$ cat config.mk
export PLATFORM = sky130hd
export DESIGN_NAME = ysyx_22041071_rd_arbiter_flat
export DESIGN_NICKNAME = d
export VERILOG_FILES = /design/src/rtl/ysyx_22041071_rd_arbiter_pkg.sv /design/src/rtl/ysyx_22041071_rd_arbiter_if.sv /design/src/rtl/ysyx_22041071_ld_align.sv /design/src/rtl/ysyx_22041071_rd_arbiter.sv /design/src/flat_wrapper.sv
export SDC_FILE = /design/constraint.sdc
export NUM_CORES = 1
export LEC_CHECK = 0
export CAP_MARGIN = 0
export CORE_ASPECT_RATIO = 1.1
export CORE_MARGIN = 2
export CORE_UTILIZATION = 39
export DETAILED_ROUTE_END_ITERATION = 12
export PLACE_DENSITY_LB_ADDON = 0.25
export SETUP_SLACK_MARGIN = 0.1
export SYNTH_ARGS = -nofsm -noshare
export SYNTH_HDL_FRONTEND = slang
export SYNTH_SLANG_ARGS = --single-unit
$ cat constraint.sdc
create_clock -name clk -period 5.85 [get_ports clk]
set_input_delay 1.17 -clock clk [delete_from_list [all_inputs] [get_ports clk]]
set_output_delay 1.17 -clock clk [all_outputs]
set_load 0.01 [all_outputs]
$ cat src/rtl/ysyx_22041071_rd_arbiter_pkg.sv
// Shared definitions for the IFU/LSU read arbiter: FSM encoding, grant
// owner, AXI IDs, transfer-size codes and response codes.
package ysyx_22041071_rd_arbiter_pkg;

  typedef enum logic [1:0] {
    S_IDLE  = 2'd0,
    S_ISSUE = 2'd1,
    S_WAIT  = 2'd2,
    S_RESP  = 2'd3
  } state_t;

  typedef enum logic {
    GNT_IFU = 1'b0,
    GNT_LSU = 1'b1
  } grant_t;

  localparam int IFU_ID = 0;
  localparam int LSU_ID = 1;

  localparam logic [1:0] SIZE_B = 2'b00;
  localparam logic [1:0] SIZE_H = 2'b01;
  localparam logic [1:0] SIZE_W = 2'b10;
  localparam logic [1:0] SIZE_D = 2'b11;

  localparam logic [1:0] RESP_OKAY   = 2'b00;
  localparam logic [1:0] RESP_DECERR = 2'b11;

endpackage

$ cat src/rtl/ysyx_22041071_rd_arbiter_if.sv
// Bundle of the IFU request/response, LSU request/response and read-master
// request/completion signals. The "master" modport is the arbiter's view;
// "slave" is the view of whatever sits on the other side of all three.
//
// Handshake rules: a requester raises x_req_valid and holds it, with stable
// address/attributes, until the cycle in which x_req_ready is also high; the
// transfer happens on that clock edge. x_rsp_valid is a single-cycle pulse
// with no back-pressure. cpu_ar_valid stays high until cpu_ar_ready; a read
// completes only on cpu_ar_ready & cpu_r_valid, since cpu_r_valid is sticky.
interface ysyx_22041071_rd_arbiter_if #(
  parameter int ADDR_W = 64,
  parameter int DATA_W = 64,
  parameter int ID_W   = 4
);
  logic              ifu_req_valid;
  logic              ifu_req_ready;
  logic [ADDR_W-1:0] ifu_req_addr;
  logic              ifu_rsp_valid;
  logic [31:0]       ifu_rsp_inst;
  logic [1:0]        ifu_rsp_resp;

  logic              lsu_req_valid;
  logic              lsu_req_ready;
  logic [ADDR_W-1:0] lsu_req_addr;
  logic [1:0]        lsu_req_size;
  logic              lsu_req_unsigned;
  logic              lsu_rsp_valid;
  logic [DATA_W-1:0] lsu_rsp_data;
  logic [1:0]        lsu_rsp_resp;

  logic              cpu_ar_valid;
  logic              cpu_ar_ready;
  logic [ID_W-1:0]   cpu_id;
  logic [ADDR_W-1:0] cpu_addr;
  logic [7:0]        cpu_len;
  logic [1:0]        cpu_size;
  logic              cpu_r_valid;
  logic [DATA_W-1:0] cpu_r_data;
  logic [1:0]        cpu_r_resp;

  modport master (
    input  ifu_req_valid, ifu_req_addr,
    output ifu_req_ready, ifu_rsp_valid, ifu_rsp_inst, ifu_rsp_resp,
    input  lsu_req_valid, lsu_req_addr, lsu_req_size, lsu_req_unsigned,
    output lsu_req_ready, lsu_rsp_valid, lsu_rsp_data, lsu_rsp_resp,
    output cpu_ar_valid, cpu_id, cpu_addr, cpu_len, cpu_size,
    input  cpu_ar_ready, cpu_r_valid, cpu_r_data, cpu_r_resp
  );

  modport slave (
    output ifu_req_valid, ifu_req_addr,
    input  ifu_req_ready, ifu_rsp_valid, ifu_rsp_inst, ifu_rsp_resp,
    output lsu_req_valid, lsu_req_addr, lsu_req_size, lsu_req_unsigned,
    input  lsu_req_ready, lsu_rsp_valid, lsu_rsp_data, lsu_rsp_resp,
    input  cpu_ar_valid, cpu_id, cpu_addr, cpu_len, cpu_size,
    output cpu_ar_ready, cpu_r_valid, cpu_r_data, cpu_r_resp
  );
endinterface

$ cat src/rtl/ysyx_22041071_ld_align.sv
// Load-data aligner: shifts the 64-bit read beat down by the byte offset,
// keeps 1/2/4/8 bytes and sign- or zero-extends. Purely combinational so the
// write-back path can reuse the same block.
module ysyx_22041071_ld_align
  import ysyx_22041071_rd_arbiter_pkg::*;
(
  input  logic [63:0] data,
  input  logic [2:0]  offset,
  input  logic [1:0]  size,
  input  logic        is_unsigned,
  output logic [63:0] result
);

  logic [63:0] shifted;

  // Shift selected bytes to lane 0, then truncate and extend by size.
  always_comb begin
    shifted = data >> {offset, 3'b000};
    result  = shifted;
    case (size)
      SIZE_B:  result = is_unsigned ? {56'd0, shifted[7:0]}
                                    : {{56{shifted[7]}}, shifted[7:0]};
      SIZE_H:  result = is_unsigned ? {48'd0, shifted[15:0]}
                                    : {{48{shifted[15]}}, shifted[15:0]};
      SIZE_W:  result = is_unsigned ? {32'd0, shifted[31:0]}
                                    : {{32{shifted[31]}}, shifted[31:0]};
      SIZE_D:  result = shifted;
      default: result = shifted;
    endcase
  end

endmodule

$ cat src/rtl/ysyx_22041071_rd_arbiter.sv
// Two-master (IFU/LSU) single-beat read arbiter in front of the AXI read
// master. Round-robin on ties, one transaction in flight, request attributes
// held from grant until the response cycle ends.
// Optional watchdog: define YSYX_22041071_RD_TIMEOUT_EN to abort a stuck
// ISSUE/WAIT after TIMEOUT_CYC cycles with a DECERR response and zero data.
module ysyx_22041071_rd_arbiter
  import ysyx_22041071_rd_arbiter_pkg::*;
#(
  parameter int ADDR_W      = 64,
  parameter int DATA_W      = 64,
  parameter int ID_W        = 4
`ifdef YSYX_22041071_RD_TIMEOUT_EN
  ,
  parameter int TIMEOUT_CYC = 255
`endif
) (
  input  logic   clk,
  input  logic   reset,
  ysyx_22041071_rd_arbiter_if.master bus,
  output state_t state
);

  localparam logic [ID_W-1:0] ID_IFU = ID_W'(IFU_ID);
  localparam logic [ID_W-1:0] ID_LSU = ID_W'(LSU_ID);

  state_t            state_q, state_d;
  grant_t            last_grant_q, owner_q;
  logic              grant_ifu, grant_lsu, req_fire;
  logic              r_strobe, tmo_hit, rsp_load, rsp_err;
  logic [ADDR_W-1:0] addr_q;
  logic [1:0]        size_q;
  logic [ID_W-1:0]   id_q;
  logic              unsigned_q;
  logic [DATA_W-1:0] cap_data;
  logic [1:0]        cap_resp;
  logic [63:0]       ld_result;
  logic [31:0]       ifu_inst_q;
  logic [1:0]        ifu_resp_q;
  logic [DATA_W-1:0] lsu_data_q;
  logic [1:0]        lsu_resp_q;

  // Grant in IDLE: a lone requester wins; on a tie the one not served last.
  always_comb begin
    grant_ifu = 1'b0;
    grant_lsu = 1'b0;
    if (state_q == S_IDLE) begin
      if (bus.ifu_req_valid && bus.lsu_req_valid) begin
        grant_ifu = (last_grant_q == GNT_LSU);
        grant_lsu = (last_grant_q == GNT_IFU);
      end else begin
        grant_ifu = bus.ifu_req_valid;
        grant_lsu = bus.lsu_req_valid;
      end
    end
  end

  assign req_fire = grant_ifu | grant_lsu;
  // r_valid is sticky from older reads; ar_ready qualifies this read's beat.
  assign r_strobe = (state_q == S_WAIT) && bus.cpu_ar_ready && bus.cpu_r_valid;

`ifdef YSYX_22041071_RD_TIMEOUT_EN
  logic [7:0] tmo_cnt_q;

  // Watchdog counts ISSUE/WAIT residency and restarts on every state change.
  always_ff @(posedge clk or posedge reset) begin
    if (reset) begin
      tmo_cnt_q <= '0;
    end else if (state_d != state_q) begin
      tmo_cnt_q <= '0;
    end else if (state_q == S_ISSUE || state_q == S_WAIT) begin
      tmo_cnt_q <= tmo_cnt_q + 8'd1;
    end
  end

  assign tmo_hit = (state_q == S_ISSUE || state_q == S_WAIT) &&
                   (tmo_cnt_q == 8'(TIMEOUT_CYC));
`else
  assign tmo_hit = 1'b0;
`endif

  // State register.
  always_ff @(posedge clk or posedge reset) begin
    if (reset) state_q <= S_IDLE;
    else       state_q <= state_d;
  end

  // Next state; a real handshake or data beat takes priority over the watchdog.
  always_comb begin
    state_d = state_q;
    case (state_q)
      S_IDLE:  if (req_fire) state_d = S_ISSUE;
      S_ISSUE: begin
        if (bus.cpu_ar_ready) state_d = S_WAIT;
        else if (tmo_hit)     state_d = S_RESP;
      end
      S_WAIT:  if (r_strobe || tmo_hit) state_d = S_RESP;
      S_RESP:  state_d = S_IDLE;
      default: state_d = S_IDLE;
    endcase
  end

  // FSM-driven outputs: request ready, AR valid and the response pulses.
  always_comb begin
    bus.ifu_req_ready = grant_ifu;
    bus.lsu_req_ready = grant_lsu;
    bus.cpu_ar_valid  = (state_q == S_ISSUE);
    bus.ifu_rsp_valid = (state_q == S_RESP) && (owner_q == GNT_IFU);
    bus.lsu_rsp_valid = (state_q == S_RESP) && (owner_q == GNT_LSU);
  end

  // Response is loaded on entry to RESP; anything but a data beat is an abort.
  assign rsp_load = (state_d == S_RESP) && (state_q != S_RESP);
  assign rsp_err  = !r_strobe;
  assign cap_data = rsp_err ? '0 : bus.cpu_r_data;
  assign cap_resp = rsp_err ? RESP_DECERR : bus.cpu_r_resp;

  ysyx_22041071_ld_align u_ld_align (
    .data        (cap_data),
    .offset      (addr_q[2:0]),
    .size        (size_q),
    .is_unsigned (unsigned_q),
    .result      (ld_result)
  );

  // Latch the winner's request on handshake; held until the next grant.
  always_ff @(posedge clk or posedge reset) begin
    if (reset) begin
      addr_q       <= '0;
      size_q       <= '0;
      id_q         <= '0;
      unsigned_q   <= 1'b0;
      owner_q      <= GNT_IFU;
      last_grant_q <= GNT_LSU;
    end else if (req_fire) begin
      if (grant_ifu) begin
        addr_q       <= bus.ifu_req_addr;
        size_q       <= SIZE_W;
        id_q         <= ID_IFU;
        unsigned_q   <= 1'b1;
        owner_q      <= GNT_IFU;
        last_grant_q <= GNT_IFU;
      end else begin
        addr_q       <= bus.lsu_req_addr;
        size_q       <= bus.lsu_req_size;
        id_q         <= ID_LSU;
        unsigned_q   <= bus.lsu_req_unsigned;
        owner_q      <= GNT_LSU;
        last_grant_q <= GNT_LSU;
      end
    end
  end

  // Capture the owner's response data; the other side keeps its last value.
  always_ff @(posedge clk or posedge reset) begin
    if (reset) begin
      ifu_inst_q <= '0;
      ifu_resp_q <= '0;
      lsu_data_q <= '0;
      lsu_resp_q <= '0;
    end else if (rsp_load) begin
      if (owner_q == GNT_IFU) begin
        ifu_inst_q <= addr_q[2] ? cap_data[63:32] : cap_data[31:0];
        ifu_resp_q <= cap_resp;
      end else begin
        lsu_data_q <= ld_result;
        lsu_resp_q <= cap_resp;
      end
    end
  end

  assign bus.cpu_addr     = addr_q;
  assign bus.cpu_size     = size_q;
  assign bus.cpu_id       = id_q;
  assign bus.cpu_len      = 8'd0;
  assign bus.ifu_rsp_inst = ifu_inst_q;
  assign bus.ifu_rsp_resp = ifu_resp_q;
  assign bus.lsu_rsp_data = lsu_data_q;
  assign bus.lsu_rsp_resp = lsu_resp_q;
  assign state            = state_q;

endmodule

$ cat src/flat_wrapper.sv
// flat-port wrapper written by rule: the top's interface ports become plain ports
module ysyx_22041071_rd_arbiter_flat import ysyx_22041071_rd_arbiter_pkg::*;
#(
  parameter int ADDR_W      = 64,
  parameter int DATA_W      = 64,
  parameter int ID_W        = 4

)
  (clk, reset, state, bus_ifu_req_valid, bus_ifu_req_addr, bus_ifu_req_ready, bus_ifu_rsp_valid, bus_ifu_rsp_inst, bus_ifu_rsp_resp, bus_lsu_req_valid, bus_lsu_req_addr, bus_lsu_req_size, bus_lsu_req_unsigned, bus_lsu_req_ready, bus_lsu_rsp_valid, bus_lsu_rsp_data, bus_lsu_rsp_resp, bus_cpu_ar_valid, bus_cpu_id, bus_cpu_addr, bus_cpu_len, bus_cpu_size, bus_cpu_ar_ready, bus_cpu_r_valid, bus_cpu_r_data, bus_cpu_r_resp);
  ysyx_22041071_rd_arbiter_if #(.ADDR_W(ADDR_W), .DATA_W(DATA_W), .ID_W(ID_W)) bus_i ();
  input  logic clk;
  input  logic reset;
  output state_t state;
  input wire logic [$bits(bus_i.ifu_req_valid)-1:0] bus_ifu_req_valid;
  input wire logic [$bits(bus_i.ifu_req_addr)-1:0] bus_ifu_req_addr;
  output wire logic [$bits(bus_i.ifu_req_ready)-1:0] bus_ifu_req_ready;
  output wire logic [$bits(bus_i.ifu_rsp_valid)-1:0] bus_ifu_rsp_valid;
  output wire logic [$bits(bus_i.ifu_rsp_inst)-1:0] bus_ifu_rsp_inst;
  output wire logic [$bits(bus_i.ifu_rsp_resp)-1:0] bus_ifu_rsp_resp;
  input wire logic [$bits(bus_i.lsu_req_valid)-1:0] bus_lsu_req_valid;
  input wire logic [$bits(bus_i.lsu_req_addr)-1:0] bus_lsu_req_addr;
  input wire logic [$bits(bus_i.lsu_req_size)-1:0] bus_lsu_req_size;
  input wire logic [$bits(bus_i.lsu_req_unsigned)-1:0] bus_lsu_req_unsigned;
  output wire logic [$bits(bus_i.lsu_req_ready)-1:0] bus_lsu_req_ready;
  output wire logic [$bits(bus_i.lsu_rsp_valid)-1:0] bus_lsu_rsp_valid;
  output wire logic [$bits(bus_i.lsu_rsp_data)-1:0] bus_lsu_rsp_data;
  output wire logic [$bits(bus_i.lsu_rsp_resp)-1:0] bus_lsu_rsp_resp;
  output wire logic [$bits(bus_i.cpu_ar_valid)-1:0] bus_cpu_ar_valid;
  output wire logic [$bits(bus_i.cpu_id)-1:0] bus_cpu_id;
  output wire logic [$bits(bus_i.cpu_addr)-1:0] bus_cpu_addr;
  output wire logic [$bits(bus_i.cpu_len)-1:0] bus_cpu_len;
  output wire logic [$bits(bus_i.cpu_size)-1:0] bus_cpu_size;
  input wire logic [$bits(bus_i.cpu_ar_ready)-1:0] bus_cpu_ar_ready;
  input wire logic [$bits(bus_i.cpu_r_valid)-1:0] bus_cpu_r_valid;
  input wire logic [$bits(bus_i.cpu_r_data)-1:0] bus_cpu_r_data;
  input wire logic [$bits(bus_i.cpu_r_resp)-1:0] bus_cpu_r_resp;
  assign bus_i.ifu_req_valid = bus_ifu_req_valid;
  assign bus_i.ifu_req_addr = bus_ifu_req_addr;
  assign bus_ifu_req_ready = bus_i.ifu_req_ready;
  assign bus_ifu_rsp_valid = bus_i.ifu_rsp_valid;
  assign bus_ifu_rsp_inst = bus_i.ifu_rsp_inst;
  assign bus_ifu_rsp_resp = bus_i.ifu_rsp_resp;
  assign bus_i.lsu_req_valid = bus_lsu_req_valid;
  assign bus_i.lsu_req_addr = bus_lsu_req_addr;
  assign bus_i.lsu_req_size = bus_lsu_req_size;
  assign bus_i.lsu_req_unsigned = bus_lsu_req_unsigned;
  assign bus_lsu_req_ready = bus_i.lsu_req_ready;
  assign bus_lsu_rsp_valid = bus_i.lsu_rsp_valid;
  assign bus_lsu_rsp_data = bus_i.lsu_rsp_data;
  assign bus_lsu_rsp_resp = bus_i.lsu_rsp_resp;
  assign bus_cpu_ar_valid = bus_i.cpu_ar_valid;
  assign bus_cpu_id = bus_i.cpu_id;
  assign bus_cpu_addr = bus_i.cpu_addr;
  assign bus_cpu_len = bus_i.cpu_len;
  assign bus_cpu_size = bus_i.cpu_size;
  assign bus_i.cpu_ar_ready = bus_cpu_ar_ready;
  assign bus_i.cpu_r_valid = bus_cpu_r_valid;
  assign bus_i.cpu_r_data = bus_cpu_r_data;
  assign bus_i.cpu_r_resp = bus_cpu_r_resp;
  ysyx_22041071_rd_arbiter #(.ADDR_W(ADDR_W), .DATA_W(DATA_W), .ID_W(ID_W)) u_core (.clk(clk), .reset(reset), .bus(bus_i), .state(state));
endmodule
### Yosys cells after proc, flatten, opt, wreduce, memory -nomap -nowiden

Cells that the tools add are included.

| word-level totals | value |
|---|---|
| flip-flop bits (word level) | 175 |
| output and inout bits | 185 |
| word-level logic and storage cells | 53 |

| cells by class | value |
|---|---|
| equal/unequal tests | 8 |
| shift operators | 1 |
| mux-type cells | 20 |
| bitwise operators | 3 |
| reduce and logical (&&, ||, !) cells | 10 |

Operators by type and width:

| kind | count |
|---|---|
| $mux W64 | 5 |
| $pmux W64 S4 | 1 |
| $shr A64 B6 Y64 | 1 |
| $mux W32 | 1 |
| $eq A2 B2 Y1 const B | 5 |
| $mux W2 | 5 |
| $pmux W2 S4 | 1 |
| $mux W1 | 7 |
| $logic_and A1 B1 Y1 | 6 |
| $eq A2 B1 Y1 const B | 2 |
| $logic_not A2 Y1 | 2 |
| $reduce_and A2 Y1 | 2 |
| $ne A2 B2 Y1 const B | 1 |
| $not A1 Y1 | 2 |
| $or A1 B1 Y1 | 1 |

### Longest topological paths before layout

| logic depth | value |
|---|---|
| depth in word-level cells | 9 |
| depth in mapped cells | 9 |
| mapped depth without buffers | 5 |

### Cells and area by module

Synthesis repeated with hierarchy kept, for this count alone.

| unflattened totals | value |
|---|---|
| cells, all modules | 968 |
| area, all modules | 10,913.0 um^2 |

By module, submodules not included:

| module | times used | cells each | area each (um^2) |
|---|---|---|---|
| ysyx_22041071_rd_arbiter | 1 | 710 | 8,369.3 |
| ysyx_22041071_ld_align | 1 | 258 | 2,543.7 |

### Worst setup path after synthesis

OpenSTA, ideal clock, no wires.

| path | value |
|---|---|
| path kind | input to output |
| start point | input bus_lsu_req_valid |
| end point | output bus_ifu_req_ready |
| arrival time | 1.682 ns |
| data required time | 4.680 ns |
| path slack | 2.998 ns |
| stages on the path | 4 |
| buffers on the path | 1 |
| cell sequence | nand2b_1 nand3_1 inv_1 clkbuf_1 |

| between the ends | value |
|---|---|
| word-level cells in the longest chain between the ends | 3 |

Ends and longest elaborated chain:

| item | RTL line | RTL |
|---|---|---|
| start: declaration | flat_wrapper.sv:20 | `input wire logic [$bits(bus_i.lsu_req_valid)-1:0] bus_lsu_req_valid;` |
| $logic_and A1 B1 Y1 | ysyx_22041071_rd_arbiter.sv:47 | `if (bus.ifu_req_valid && bus.lsu_req_valid) begin` |
| $mux W1 | ysyx_22041071_rd_arbiter.sv:47 |  |
| $mux W1 | ysyx_22041071_rd_arbiter.sv:46 | `if (state_q == S_IDLE) begin` |
| end: declaration | flat_wrapper.sv:16 | `output wire logic [$bits(bus_i.ifu_req_ready)-1:0] bus_ifu_req_ready;` |

Every way passes these cells.

### Final worst setup path

| path | value |
|---|---|
| start point | input bus_ifu_req_valid |
| end point | output bus_lsu_req_ready |

| between the ends | value |
|---|---|
| word-level cells in the longest chain between the ends | 3 |

Ends and longest elaborated chain:

| item | RTL line | RTL |
|---|---|---|
| start: declaration | flat_wrapper.sv:14 | `input wire logic [$bits(bus_i.ifu_req_valid)-1:0] bus_ifu_req_valid;` |
| $logic_and A1 B1 Y1 | ysyx_22041071_rd_arbiter.sv:47 |  |
| $mux W1 | ysyx_22041071_rd_arbiter.sv:47 |  |
| $mux W1 | ysyx_22041071_rd_arbiter.sv:46 |  |
| end: declaration | flat_wrapper.sv:24 | `output wire logic [$bits(bus_i.lsu_req_ready)-1:0] bus_lsu_req_ready;` |

Every way passes these cells.

==> metrics.txt <==
status finished clean; max-cap check violation count 0; root buffer cell clkbuf_16; Setup violations, final 0; global-route wire length before repair around 53 mm; crit path max fanout 5; number of instances in the synthesized netlist ~1,100; clock latency of the later-clocked register in the worst-skew pair ~0.43 ns; height of the chip approximately 170 um; CTS sink count between 150 and 200; final net count approximately 1,600; CTS tree built; total gr overflow 0; required time of the critical path 4.68 ns; design area 13,700 um^2; remaining number of nets flagged by the antenna check after routing 0; share of synthesized registers carrying an async set or reset 100%; number of placed I/O pins a little under 400; detailed-route wire length per cell approximately 21 um; commonest register cell after synthesis dfrtp_1; synthesized area between 9000 and 10,000 um^2; number of DRC markers in iteration 0 592; most area-hungry cell type in the Yosys netlist dfrtp_1; RSZ-0062 raised after global routing false; standard cell area after detailed placement 13,100 um^2; Synth cell types 51; CTS max path bufs 2; number of buffers added to fix hold violations after cts 0; Fin. Hold Viols 0; vias in the first global route between 9,000 and 10,000; yosys warns 0; count of flip-flops with a built-in enable after synthesis 0; fin util between 50% and 60%; initial antenna violation count 2; Cell Rows 59; fraction of the yosys area taken by sequential cells roughly 46%; number of fill cells in the layout roughly 2,100; Setup TNS Final 0 ns; Tightest Hold Check Type reg -> reg; Peak VDD IR between 300 and 400 uV; first-pass iteration count of the detailed router 5; routed via count around 9,200; fraction of layout instances using a drive strength above 1 roughly 7%; area growth from synthesis to layout 48.0%; post-CTS resize count 0; Leakage Power between 5 and 6 nW; final worst-path setup slack 2.05 ns; number of buffers added by the clock tree synthesis step 17; largest net degree at the start of global routing 172; number of post-CTS setup repair buffers 0; post-detailed-placement half-perimeter wirelength about 27 mm; slowest stage delay, CP roughly 0.57 ns; Final GP Congestion ~0.9; crit end category primary output; count of H-tree levels built during CTS 4; headroom to the max-slew limit 23.4%; overall die area about 25,000 um^2; cell types with the largest area share after synthesis dfrtp_1 46%, nand2_1 8.7%, mux2i_1 6.9%, nor2_1 5.5%, a31oi_1 4.3%; most instantiated cells after synthesis 215 x nand2_1, 170 x dfrtp_1, 136 x nor2_1, 65 x a21oi_1; final period demand of the worst path around 3.8 ns; final period utilization between 60% and 70%; Sequential cell area around 4300 um^2; Worst setup SP type primary input; Cell Pwr Density roughly 520 nW/um^2; Data arrival, critical path about 2.6 ns; DR vias/cell between 5 and 6; library cell appearing most often on the critical path clkdlybuf4s50_1; cell type of the slowest stage on the worst timing path clkdlybuf4s50_1; clock edge transition at the registers on the reported setup and hold paths 0.06 ns; portion of synthesized cell area occupied by the leading cell type 46.0%; Post-Route WL approximately 36 mm; placeable core region between 20,000 and 25,000 um^2; kind of critical path in -> out; final clock skew between 0.015 and 0.02 ns; synthesis-stage register bit count 171; Post-Place Setup Slack 1.93 ns; Slew @ Worst Pin roughly 1.1 ns; Initial Util between 30% and 40%; most repeated cell in the gate-level netlist after synthesis nand2_1; IO Port Bufs ~380; highest achievable clock rate 0.263 GHz; Die Width 151 um; number of pins with negative max-slew slack in the final report 0; synthesized area per cell between 8 and 9 um^2; Total GRT Usage between 20% and 30%; Multi-input gate area around 4500 um^2; cell-by-cell trace of the critical path clkdlybuf4s50_1, nand2_1, nand3_1, inv_1, clkdlybuf4s50_1; remaining design rule violation count 0
## sequential cells by signal, indices dropped and copies added (netlist names)
name                     count
u_core.unsigned_q            1
u_core.bus.cpu_addr         64
u_core.bus.cpu_size          2
u_core.state                 2
u_core.last_grant_q          1
u_core.bus.ifu_rsp_resp      2
u_core.bus.lsu_rsp_data     64
u_core.bus.cpu_id            1
u_core.bus.lsu_rsp_resp      2
u_core.bus.ifu_rsp_inst     32
## path summary, 6_finish.rpt
kind / slack, ns / from / endpoint / cells past startpoint
max: 2.05 / bus_ifu_req_valid / bus_lsu_req_ready / 5
min reg2reg: 0.47 / u_core.last_grant_q / u_core.last_grant_q / 2
min: 0.47 / u_core.last_grant_q / u_core.last_grant_q / 2
max in group asynchronous: 3.76 / reset / u_core.bus.lsu_rsp_data[53] / 3
max reg2reg: 2.26 / u_core.bus.cpu_addr[0] / u_core.bus.lsu_rsp_data[63] / 6
min in group asynchronous: 1.35 / reset / u_core.bus.cpu_addr[49] / 3
## cells in the final DEF (no fill, tap or decap), types with 16 or more instances in the layout
| cell | instances |
|---|---|
| nor2_1 | 136 |
| a31oi_1 | 64 |
| mux2i_1 | 64 |
| a21oi_1 | 65 |
| a211oi_1 | 21 |
| dfrtp_1 | 167 |
| clkbuf_16 | 17 |
| mux2_2 | 19 |
| nand2_1 | 215 |
| o21ai_0 | 56 |
| clkdlybuf4s50_1 | 376 |
| nor3_1 | 17 |
| o22ai_1 | 16 |
## kinds of logic after synthesis
| group | synth area share, % |
|---|---|
| mux | 11.1 |
| simple gates | 18.7 |
| other cells | 0.0405 |
| flops | 46.2 |
| compound gates | 18.7 |
| buf+inv | 5.29 |
## cell type report
type / instances / area share, %
well taps: 305 / 2.79
clock inverters: 13 / 1.28
flip-flops and latches: 171 / 31.3
inverters: 5 / 0.164
repair buffers: 385 / 28.1
multi-input cells: 789 / 33.2
clock buffers: 19 / 3.23
diodes: 2 / 0.0365
## power by group
group / leakage [nW] / switching, W / internal [W]
Combinational: 3.37 / 0.00182 / 0.00187
Sequential: 2.04 / 0.000475 / 0.00178
Clock: 0.302 / 0.000522 / 0.000696
## worst max-delay path: cells and delay by family
kind | cells | cell delay, ns
buffers and inverters | 3 | 1.18
and+or+nand+nor | 2 | 0.26
## per-stage QoR
step | hold WS, ns | total power, W | cells
floorplan | 0.444 | 0.00408 | 1066
global placement | 0.456 | 0.00589 | 1655
detailed placement | 0.458 | 0.00595 | 1655
CTS | 0.469 | 0.00718 | 1687
global route | 0.478 | 0.00759 | 1688
finish | 0.467 | 0.00716 | 1689
## per-layer routing
layer,wire length (um),up-vias,track usage (%)
met2,17900,432,48.1
met5,10,-,0
met1,13800,4437,34.5
met3,3090,70,7.01
met4,1060,2,10.3
li1,-,4303,-
Note: power is estimated with default switching activity, not from simulation.
